<file path="config.mk">
export PLATFORM = sky130hd
export DESIGN_NAME = implication_monitor
export DESIGN_NICKNAME = d
export VERILOG_FILES = /design/src/rtl/implication_monitor.sv
export SDC_FILE = /design/constraint.sdc
export NUM_CORES = 1
export LEC_CHECK = 0
export ABC_AREA = 1
export CAP_MARGIN = 0
export CORE_UTILIZATION = 37
export CTS_BUF_LIST = sky130_fd_sc_hd__clkbuf_16
export DETAILED_ROUTE_END_ITERATION = 6
export PLACE_DENSITY_LB_ADDON = 0.15
export SETUP_SLACK_MARGIN = 0.5
export SLEW_MARGIN = 30
export SYNTH_ARGS = -nofsm -noshare
export SYNTH_HDL_FRONTEND = slang
export SYNTH_SLANG_ARGS = --single-unit
</file>
<file path="constraint.sdc">
create_clock -name clk -period 1.7 [get_ports clk]
set_input_delay 0.425 -clock clk [delete_from_list [all_inputs] [get_ports clk]]
set_output_delay 0.425 -clock clk [all_outputs]
set_load 0.01 [all_outputs]
</file>
<file path="src/rtl/implication_monitor.sv">
// Run-time checker for "a implies b" with overlapped (DELAY=0) or delayed consequent.
// Counts pass/fail/vacuous evaluations and stamps the cycle of the first failure.
module implication_monitor #(
  parameter int DELAY = 0,
  parameter int CNT_W = 16
) (
  input  logic             clk,
  input  logic             rst_n,
  input  logic             en,
  input  logic             clr,
  input  logic             a,
  input  logic             b,
  output logic             pass_pulse,
  output logic             fail_pulse,
  output logic             fail_seen,
  output logic [CNT_W-1:0] pass_cnt,
  output logic [CNT_W-1:0] fail_cnt,
  output logic [CNT_W-1:0] vac_cnt,
  output logic [CNT_W-1:0] first_fail_time,
  output logic [CNT_W-1:0] cycle_cnt
);

  logic ante;

  function automatic logic [CNT_W-1:0] sat_inc(input logic [CNT_W-1:0] v);
    return (&v) ? v : v + CNT_W'(1);
  endfunction

  // Antecedent seen by the evaluator: live a, or the bit pushed DELAY enabled edges ago
  generate
    if (DELAY == 0) begin : g_overlap
      assign ante = a;
    end else begin : g_pipe
      logic [DELAY-1:0] pipe;
      always_ff @(posedge clk or negedge rst_n) begin
        if (!rst_n) begin
          pipe <= '0;
        end else if (clr) begin
          pipe <= '0;
        end else if (en) begin
          pipe[0] <= a;
          for (int i = 1; i < DELAY; i++) pipe[i] <= pipe[i-1];
        end
      end
      assign ante = pipe[DELAY-1];
    end
  endgenerate

  always_ff @(posedge clk or negedge rst_n) begin
    if (!rst_n) begin
      cycle_cnt       <= '0;
      pass_pulse      <= 1'b0;
      fail_pulse      <= 1'b0;
      fail_seen       <= 1'b0;
      pass_cnt        <= '0;
      fail_cnt        <= '0;
      vac_cnt         <= '0;
      first_fail_time <= '0;
    end else begin
      cycle_cnt  <= cycle_cnt + CNT_W'(1);
      pass_pulse <= 1'b0;
      fail_pulse <= 1'b0;
      if (clr) begin
        fail_seen       <= 1'b0;
        pass_cnt        <= '0;
        fail_cnt        <= '0;
        vac_cnt         <= '0;
        first_fail_time <= '0;
      end else if (en) begin
        if (!a) vac_cnt <= sat_inc(vac_cnt);
        if (ante) begin
          if (b) begin
            pass_pulse <= 1'b1;
            pass_cnt   <= sat_inc(pass_cnt);
          end else begin
            fail_pulse <= 1'b1;
            fail_cnt   <= sat_inc(fail_cnt);
            // Stamp is the pre-increment cycle count, captured only once
            if (!fail_seen) begin
              fail_seen       <= 1'b1;
              first_fail_time <= cycle_cnt;
            end
          end
        end
      end
    end
  end

endmodule

</file>
======== Word-level counts from Yosys, hierarchy flattened ========
Index checks and enable logic that the tools add are counted.
storage, ports and cells
  flip-flop bits (word level) ............. 83
  bits of input ports ..................... 6
  output and inout port bits .............. 83
operators by class
  add/subtract/negate cells ............... 4
  eq/ne operators ......................... 6
  multiplexer cells ....................... 31
  reduce and logical (&&, ||, !) cells .... 11
operator list
  kind                     number
  $mux W16                 19
  $add A16 B1 Y16 const B  4
  $reduce_and A16 Y1       3
  $mux W1                  12
  $reduce_and A4 Y1        3
  $ne A2 B2 Y1 const B     4
  $reduce_and A3 Y1        2
  $reduce_bool A2 Y1       3
  $ne A2 B1 Y1 const B     2

======== Longest topological paths before layout ========
Gate-level depths: netlist of the first run.
  word-level depth ........................ 6
  depth in mapped cells ................... 11
  mapped depth without buffers ............ 9

======== Least setup slack after synthesis of the first run ========
Ideal clock, no wire load.
  path kind ............................... register -> register
  from .................................... register vac_cnt[0]
  to ...................................... register vac_cnt[13]
  arrival ................................. 1.554 ns
  required time ........................... 1.581 ns
  path slack .............................. 0.027 ns
  stages on the path, launching flop included .. 11
  path buffers ............................ 1
  cells stage by stage .................... dfrtp_1 ha_1 nand3_1 inv_1 nand2_1 nor2_2 nor2_2 nor2_4 buf_4 nand2_1 nand2_1
between the ends
  word-level cells in the longest chain between the ends .. 5
ends and longest elaborated chain
  what                      line  text
  start: declaration        18    output logic [CNT_W-1:0] vac_cnt,
  start signal: assignment  70    if (!a) vac_cnt <= sat_inc(vac_cnt);
  $add A16 B1 Y16           26    return (&v) ? v : v + CNT_W'(1);
  $mux W16                  26
  $mux W16                  70
  $mux W16                  69    end else if (en) begin
  $mux W16                  63    if (clr) begin
Several ways; a longest one is shown, not always the timed one. The select of a mux whose other input is x is not followed.
A chain may end at the register's enable or synchronous reset.

======== Worst setup path after layout of the first run ========
  from .................................... register fail_cnt[0]
  to ...................................... register fail_cnt[8]
between the ends
  word-level cells in the longest chain between the ends .. 6
ends and longest elaborated chain
  what                      line  text
  start: declaration        17    output logic [CNT_W-1:0] fail_cnt,
  start signal: assignment  77    fail_cnt <= sat_inc(fail_cnt);
  $add A16 B1 Y16           26
  $mux W16                  26
  $mux W16                  72    if (b) begin
  $mux W16                  71    if (ante) begin
  $mux W16                  69
  $mux W16                  63
Several ways; a longest one is shown, not always the timed one. The select of a mux whose other input is x is not followed.

==> results of run 1 <==
-- kinds of logic (layout without fill, tap and decap cells) --
logic type,after synthesis,in the layout,synth area share [%]
buffers and inverters,72,330,6.87
AND/OR/NAND/NOR,333,338,33.4
adder cells (fa/ha/maj),4,4,1.13
flip-flops,83,83,46.8
multiplexers,2,2,0.451
XOR/XNOR,24,24,4.73
AO/OA/AOI/OAI,52,52,6.62
-- routing by layer --
layer / global-route usage [%] / vias to the layer above
met5: 0 / -
met3: 4.79 / 40
met1: 30.6 / 2403
met2: 40.1 / 148
met4: 10.8 / 0
li1: - / 2360
-- critical path: stages (launching register included) --
cell and delay (ns):
sky130_fd_sc_hd__dfrtp_1 0.38, sky130_fd_sc_hd__ha_2 0.21, sky130_fd_sc_hd__nand2_2 0.08, sky130_fd_sc_hd__nor2_4 0.14
sky130_fd_sc_hd__nand3_4 0.10, sky130_fd_sc_hd__nor2_4 0.18, sky130_fd_sc_hd__inv_6 0.09, sky130_fd_sc_hd__nand2_8 0.10
sky130_fd_sc_hd__nand2_1 0.07, sky130_fd_sc_hd__o21ai_0 0.08
-- cell usage after synthesis --
library cell,n,share of area [%]
sky130_fd_sc_hd__dfrtp_1,83,47
sky130_fd_sc_hd__o21bai_1,6,1.0
sky130_fd_sc_hd__nand2_2,2,0.28
sky130_fd_sc_hd__a21oi_4,1,0.37
sky130_fd_sc_hd__nor3b_1,2,0.34
sky130_fd_sc_hd__or2_2,4,0.56
sky130_fd_sc_hd__xor2_1,17,3.4
sky130_fd_sc_hd__buf_6,2,0.51
sky130_fd_sc_hd__buf_2,1,0.11
sky130_fd_sc_hd__nand4_1,21,3.0
sky130_fd_sc_hd__ha_1,4,1.1
sky130_fd_sc_hd__nor2_2,5,0.70
sky130_fd_sc_hd__nand3b_1,6,1.0
sky130_fd_sc_hd__a21oi_1,3,0.34
sky130_fd_sc_hd__inv_2,4,0.34
sky130_fd_sc_hd__nand2_4,3,0.76
sky130_fd_sc_hd__clkbuf_1,4,0.34
sky130_fd_sc_hd__inv_1,56,4.7
sky130_fd_sc_hd__nor2_4,4,1.0
sky130_fd_sc_hd__nand2_1,175,15
sky130_fd_sc_hd__nand3_1,48,5.4
sky130_fd_sc_hd__xnor2_1,7,1.4
sky130_fd_sc_hd__mux2i_1,2,0.45
sky130_fd_sc_hd__nor2_1,58,4.9
sky130_fd_sc_hd__nand3_2,1,0.23
sky130_fd_sc_hd__nor3_1,4,0.45
sky130_fd_sc_hd__o21ai_2,2,0.39
sky130_fd_sc_hd__o21ai_0,35,3.9
sky130_fd_sc_hd__o21ai_1,5,0.56
sky130_fd_sc_hd__buf_4,5,0.85
-- area by class of cell --
| type | count | area [um2] | share of cell area (%) |
|---|---|---|---|
| multi-input combinational | 420 | 2770 | 35.5 |
| clock buffer | 9 | 225 | 2.89 |
| inverter | 60 | 255 | 3.28 |
| tap | 143 | 179 | 2.30 |
| sequential | 83 | 2110 | 27.1 |
| timing repair buffer | 254 | 2220 | 28.4 |
| clock inverter | 7 | 37.5 | 0.482 |
-- worst max path at each step --
| stage | start | endpoint | slack [ns] | cells after the start |
|---|---|---|---|---|
| 2_1_floorplan | fail_cnt[0] | fail_cnt[12] | 0.16 | 10 |
| 3_3_place_gp | clr | pass_cnt[6] | -0.28 | 8 |
| 3_5_place_dp | clr | pass_cnt[8] | -0.33 | 8 |
| 4_1_cts | pass_cnt[0] | pass_cnt[13] | 0.17 | 10 |
| 5_1_grt | fail_cnt[0] | fail_cnt[8] | 0.06 | 9 |
| 6_report | fail_cnt[0] | fail_cnt[8] | 0.16 | 9 |
-- timing repair --
action	in CTS	in global routing
setup buffers	107	30
endpoints found under the hold margin	17	0
pin swaps	39	29
cloned	8	1
resized for setup	483	95
setup endpoints to repair	155	158
hold buffers	1	0
-- state kept, by name, summed over array words and instances (netlist names) --
name / count
fail_cnt: 16
pass_cnt: 16
first_fail_time: 16
fail_pulse: 1
pass_pulse: 1
vac_cnt: 16
cycle_cnt: 16
fail_seen: 1
-- report_power, final --
group | internal [mW] | leakage [nW] | total [mW] | switching (mW)
clock network | 0.971 | 0.131 | 1.79 | 0.823
registers | 2.01 | 1.09 | 2.04 | 0.0283
logic | 0.297 | 2.68 | 0.641 | 0.344
total | 3.28 | 3.91 | 4.48 | 1.20
==> run summary, run 1 <==
==============================================================================
Leakage .........................................................      3.91 nW
Mean instance size in the synthesized netlist ...................     7.79 um2
Post-detailed-routing wire length ...............................     15700 um
Synth cell types ................................................           30
Placed cell area ................................................     5830 um2
Number of rows created at floorplan .............................           39
Worst hold slack ................................................     0.515 ns
Antenna diode count .............................................            0
Category of the worst setup path launch point ...................         flop
Number of placed instances with taps included ...................          813
Starting density of the core ....................................        38.4%
Pin count of the biggest net entering global routing ............           33
Share of the clock period used by the worst path ................        90.6%
Routed length on met1 ...........................................      6620 um
Antenna viol nets, final ........................................            0
Sum of negative setup slack .....................................         0 ns
Number of global-route vias before repair .......................         4704
Endpoint of the most critical register-to-register path .........  fail_cnt[8]
Placer's final routability congestion estimate ..................        0.852
Number of cell instances on the worst register-to-register path .            9
Clock tree root driver cell ..................................... sky130_fd_sc_hd__clkbuf_16
Clock period minus worst slack ..................................      1.54 ns
PortBufs ........................................................           88
Metal3 WL .......................................................       648 um
Insertion delay to the later sink of the worst-skew pair ........      0.35 ns
Wire length of the first global-routing pass ....................     23600 um
CTS tree ........................................................        built
Non-Filler Cell Area, Final .....................................     7790 um2
Uppermost layer routed ..........................................         met4
Die area ........................................................    12400 um2
Width of the die ................................................       112 um
Hold crit path type ............................................. primary input to asynchronous set/reset pin
Most common cell after layout, fill and taps aside .............. sky130_fd_sc_hd__nand2_1
Final count of pins violating max slew ..........................            0
HPWL Detailed ...................................................      8200 um
Number of placed I/O pins .......................................           89
Minimum setup slack among reg-to-reg paths ......................      0.16 ns
Worst Setup Slack, final ........................................     0.160 ns
Arr. time, crit path ............................................      1.79 ns
Commonest cells after routing, fill and taps aside .............. sky130_fd_sc_hd__nand2_1, sky130_fd_sc_hd__buf_4, sky130_fd_sc_hd__buf_6, sky130_fd_sc_hd__dfrtp_1, sky130_fd_sc_hd__inv_1
Transition time of the tightest slew-check pin ..................     0.411 ns
Final #Nets .....................................................          838
First-pass detailed-route iteration total .......................            7
Final cell utilization of the core ..............................        67.4%
Fraction of the yosys area taken by sequential cells ............        46.8%
Count of final setup violators ..................................            0
Number of instances in the synthesized netlist ..................          570
Final hold violation count ......................................            0
Buffer levels on the longest clock path .........................            2
Routed length on met2 ...........................................      7950 um
DR vias .........................................................         4951
Wire length per cell ............................................      16.1 um
Setup CP Type ................................................... flop to flop
Number of nets in the synthesized netlist .......................          580
Required time of the critical path ..............................      1.95 ns
Number of clock sinks seen by CTS ...............................           83
Unrepaired setup endpoints after global routing .................         true
Highest achievable clock rate ...................................    0.649 GHz
Global-route usage over all layers ..............................        24.2%
Remaining routing DRC violations ................................            5
Vias per cell ...................................................         5.07
Power density cells .............................................   575 nW/um2
Max rail drop VDD ...............................................     0.511 mV
Status .......................................................... finished, violations left
H-tree depth ....................................................            3
CP Max Fanout ...................................................            5
Die Span Y ......................................................       112 um
Fill cell total of the finished layout ..........................          883
Max_slew headroom ...............................................        72.5%
Initial antenna violation count .................................            0
Cell area after synthesis .......................................     4440 um2
Startpoint of the lowest-slack register-to-register path ........  fail_cnt[0]
Total design power ..............................................      4.48 mW
Area of the core ................................................    11600 um2
Area delta synth->final .........................................        75.4%
Gr ovfl total ...................................................            0
Setup WS pre-CTS ................................................    -0.332 ns
Reported max-cap violation count ................................            0
Initial DRC count ...............................................          290
Filler-free cell count of the finished design ...................          976
Setup Skew ......................................................   0.00790 ns
Count of yosys warnings during synthesis ........................            0
Fraction of final layout cells sized beyond drive strength 1 ....        51.3%
Synth Register Bits .............................................           83
Violated checks .................................................          DRC
Crit. End Element ...............................................         flop
Inserted Clock Buffers ..........................................            9
Worst-path clk slew .............................................      0.06 ns
==============================================================================
No activity file was read; power rests on OpenSTA's default activity.
==> run 2: changes to the inputs <==
--- a/config.mk
+++ b/config.mk
@@ -9,8 +9,9 @@
 export CAP_MARGIN = 0
 export CORE_UTILIZATION = 37
 export CTS_BUF_LIST = sky130_fd_sc_hd__clkbuf_16
+export CTS_CLUSTER_DIAMETER = 40
 export DETAILED_ROUTE_END_ITERATION = 6
-export PLACE_DENSITY_LB_ADDON = 0.15
+export PLACE_DENSITY = 0.68
 export SETUP_SLACK_MARGIN = 0.5
 export SLEW_MARGIN = 30
 export SYNTH_ARGS = -nofsm -noshare
==> run 2 against run 1 <==
Effect of this change:
- the flow still finishes with violations (DRC)
- first-iteration DRC count up 18%
- critical endpoint is now vac_cnt[2]
- critical path depth is 2 higher
- cell area shrank 0.31%
- worst setup slack lost 0.0085 ns
- sequential power about the same
- via count increased by 2.4%
- utilization is 0.21 points lower
==> run summary, run 2 (synthesized netlist as in run 1, its figures left out) <==
==============================================================================
Final hold violation count ......................................            0   unchanged
H-tree depth ....................................................            3   unchanged
Wire length of the first global-routing pass ....................     24200 um   +2.3%
Inserted Clock Buffers ..........................................            9   unchanged
Filler-free cell count of the finished design ...................          964   -1.2%
Number of placed instances with taps included ...................          811   -0.25%
Minimum setup slack among reg-to-reg paths ......................      0.15 ns   about the same
Global-route met3 utilization ...................................        5.93%   +1.1 points
Number of placed I/O pins .......................................           89   unchanged
Vias per cell ...................................................         5.26   +3.7%
Number of global-route vias before repair .......................         4869   +3.5%
Share of the clock period used by the worst path ................        91.1%   +0.50 points
Total design power ..............................................      4.86 mW   +8.6%
Number of clock sinks seen by CTS ...............................           83   unchanged
Max_slew headroom ...............................................        68.8%   -3.7 points
Antenna diode count .............................................            0   unchanged
Most common cell after layout, fill and taps aside .............. sky130_fd_sc_hd__nand2_1
Setup Skew ......................................................   0.00484 ns   -0.00306 ns
Grt met2 use ....................................................        41.8%   +1.7 points
Non-Filler Cell Area, Final .....................................     7770 um2   -0.31%
PortBufs ........................................................           88   unchanged
Leakage .........................................................      3.87 nW   -1.1%
Commonest cells after routing, fill and taps aside .............. sky130_fd_sc_hd__nand2_1, sky130_fd_sc_hd__buf_4, sky130_fd_sc_hd__dfrtp_1, sky130_fd_sc_hd__buf_6, sky130_fd_sc_hd__buf_2
Worst-path clk slew .............................................      0.06 ns   about the same
Transition time of the tightest slew-check pin ..................     0.469 ns   +0.0576 ns
Setup CP Type ................................................... flop to flop
Required time of the critical path ..............................      1.99 ns   +0.04 ns
Area of the core ................................................    11600 um2   unchanged
Start point of the critical path ................................   vac_cnt[1]
Die Span Y ......................................................       112 um   unchanged
CTS tree ........................................................        built
Global routing usage on met1 ....................................        30.0%   -0.56 points
Violated checks .................................................          DRC
Placed cell area ................................................     5800 um2   -0.47%
Insertion delay to the later sink of the worst-skew pair ........      0.36 ns   about the same
Hold-fix buffers, CTS ...........................................            0   -1
DR vias .........................................................         5071   +2.4%
Startpoint of the lowest-slack register-to-register path ........   vac_cnt[1]
Die area ........................................................    12400 um2   unchanged
Setup WS pre-CTS ................................................    -0.246 ns   +0.0855 ns
Placer's final routability congestion estimate ..................        0.833   -2.2%
Post-detailed-routing wire length ...............................     16400 um   +4.5%
HPWL Detailed ...................................................      7800 um   -4.8%
Antenna viol nets, final ........................................            0   unchanged
Final #Nets .....................................................          826   -1.4%
CP Max Fanout ...................................................            7   +2
Arr. time, crit path ............................................      1.84 ns   +0.05 ns
Hold crit path type ............................................. primary input to asynchronous set/reset pin
Number of cell instances on the worst register-to-register path .           11   +2
Clock period minus worst slack ..................................      1.55 ns   +0.00852 ns
Remaining routing DRC violations ................................            8   +3
Clock tree root driver cell ..................................... sky130_fd_sc_hd__clkbuf_16
Pin count of the biggest net entering global routing ............           84   +150%
Initial DRC count ...............................................          341   +18%
Max rail drop VDD ...............................................     0.487 mV   -4.6%
Width of the die ................................................       112 um   unchanged
Count of final setup violators ..................................            0   unchanged
Reported max-cap violation count ................................            0   unchanged
Area delta synth->final .........................................        74.9%
Global-route usage over all layers ..............................        24.5%   +0.33 points
Status .......................................................... finished, violations left
Number of rows created at floorplan .............................           39   unchanged
Fraction of final layout cells sized beyond drive strength 1 ....        51.0%   -0.23 points
Final count of pins violating max slew ..........................            0   unchanged
Gr ovfl total ...................................................            0   unchanged
Initial antenna violation count .................................            0   unchanged
Buffer levels on the longest clock path .........................            2   unchanged
Category of the worst setup path launch point ...................         flop
Worst Setup Slack, final ........................................     0.151 ns   -0.00852 ns
Most Crowded Layer GR ...........................................         met2
Starting density of the core ....................................        38.4%   unchanged
First-pass detailed-route iteration total .......................            7   unchanged
Unrepaired setup endpoints after global routing .................         true
Highest achievable clock rate ...................................    0.646 GHz   -0.55%
Crit. End Element ...............................................         flop
Wire length per cell ............................................      17.0 um   +5.8%
Power density cells .............................................   626 nW/um2   +9.0%
Worst hold slack ................................................    0.0983 ns   -0.417 ns
==============================================================================
[run 2: cell types whose count changed in the layout (fill, tap and decap cells not counted), moves of 4 or more]
cell                      previous run  this run
sky130_fd_sc_hd__buf_6              78        63
sky130_fd_sc_hd__o21ai_1            25        15
sky130_fd_sc_hd__nand2_1           129       138
sky130_fd_sc_hd__buf_2              46        54
sky130_fd_sc_hd__o21ai_2             9        17
sky130_fd_sc_hd__nand2_4            26        19
sky130_fd_sc_hd__dfrtp_1            58        64
sky130_fd_sc_hd__dfrtp_2            25        19
sky130_fd_sc_hd__nand2_2            26        21
sky130_fd_sc_hd__nand2_8             4         8
[run 2: routing by layer]
metal | vias to the layer above | share of wire (%)
met5 | - | 0
met4 | 0 | 3.9
met3 | 60 | 6.8
met2 | 231 | 51
met1 | 2439 | 39
li1 | 2341 | -
[run 2: worst paths after layout]
kind	end
worst max-delay path	vac_cnt[2]
worst min-delay path	pass_cnt[9]
worst max register to register	vac_cnt[2]
worst min register to register	cycle_cnt[0]
max in group asynchronous	fail_cnt[8]
min in group clk	cycle_cnt[0]
[run 2: report_power, final]
group          leakage, nW  switching [mW]  internal, mW
sequential            1.10          0.0264          2.01
combinational         2.61           0.354         0.284
clock                0.158           0.890          1.30
total                 3.87            1.27          3.59
[run 2: stage by stage]
stage	util, %	setup TNS, ns
after CTS	61.8	0
after floorplan	-	0
final	67.2	0
after global placement	50.2	-7.87
after detailed placement	50.2	-9.11
after global routing	67.2	0
[run 2: critical path: stages (launching register included)]
cell and delay (ns):
sky130_fd_sc_hd__dfrtp_2 0.38, sky130_fd_sc_hd__buf_12 0.11, sky130_fd_sc_hd__ha_4 0.15, sky130_fd_sc_hd__nand3_4 0.08, sky130_fd_sc_hd__inv_4 0.08, sky130_fd_sc_hd__nand2_4 0.05
sky130_fd_sc_hd__nor2_4 0.12, sky130_fd_sc_hd__nor2_4 0.06, sky130_fd_sc_hd__nor2_4 0.16, sky130_fd_sc_hd__clkbuf_16 0.18, sky130_fd_sc_hd__nand2_1 0.07, sky130_fd_sc_hd__nand2_1 0.06
[run 2: repair_timing]
item	CTS	global route
buffers inserted	98	29
gates resized for setup	463	99
gates cloned	9	1
pin swaps	49	43
setup endpoints to repair	155	159
endpoints found under the hold margin	0	0
[run 2: layout make-up]
cell class	instances	area, um2
Clock buffer	9	225
Clock inverter	7	98.8
Fill cell	842	3800
Inverter	60	256
Multi-Input combinational cell	421	2850
Sequential cell	83	2100
Tap cell	143	179
Timing Repair Buffer	241	2050
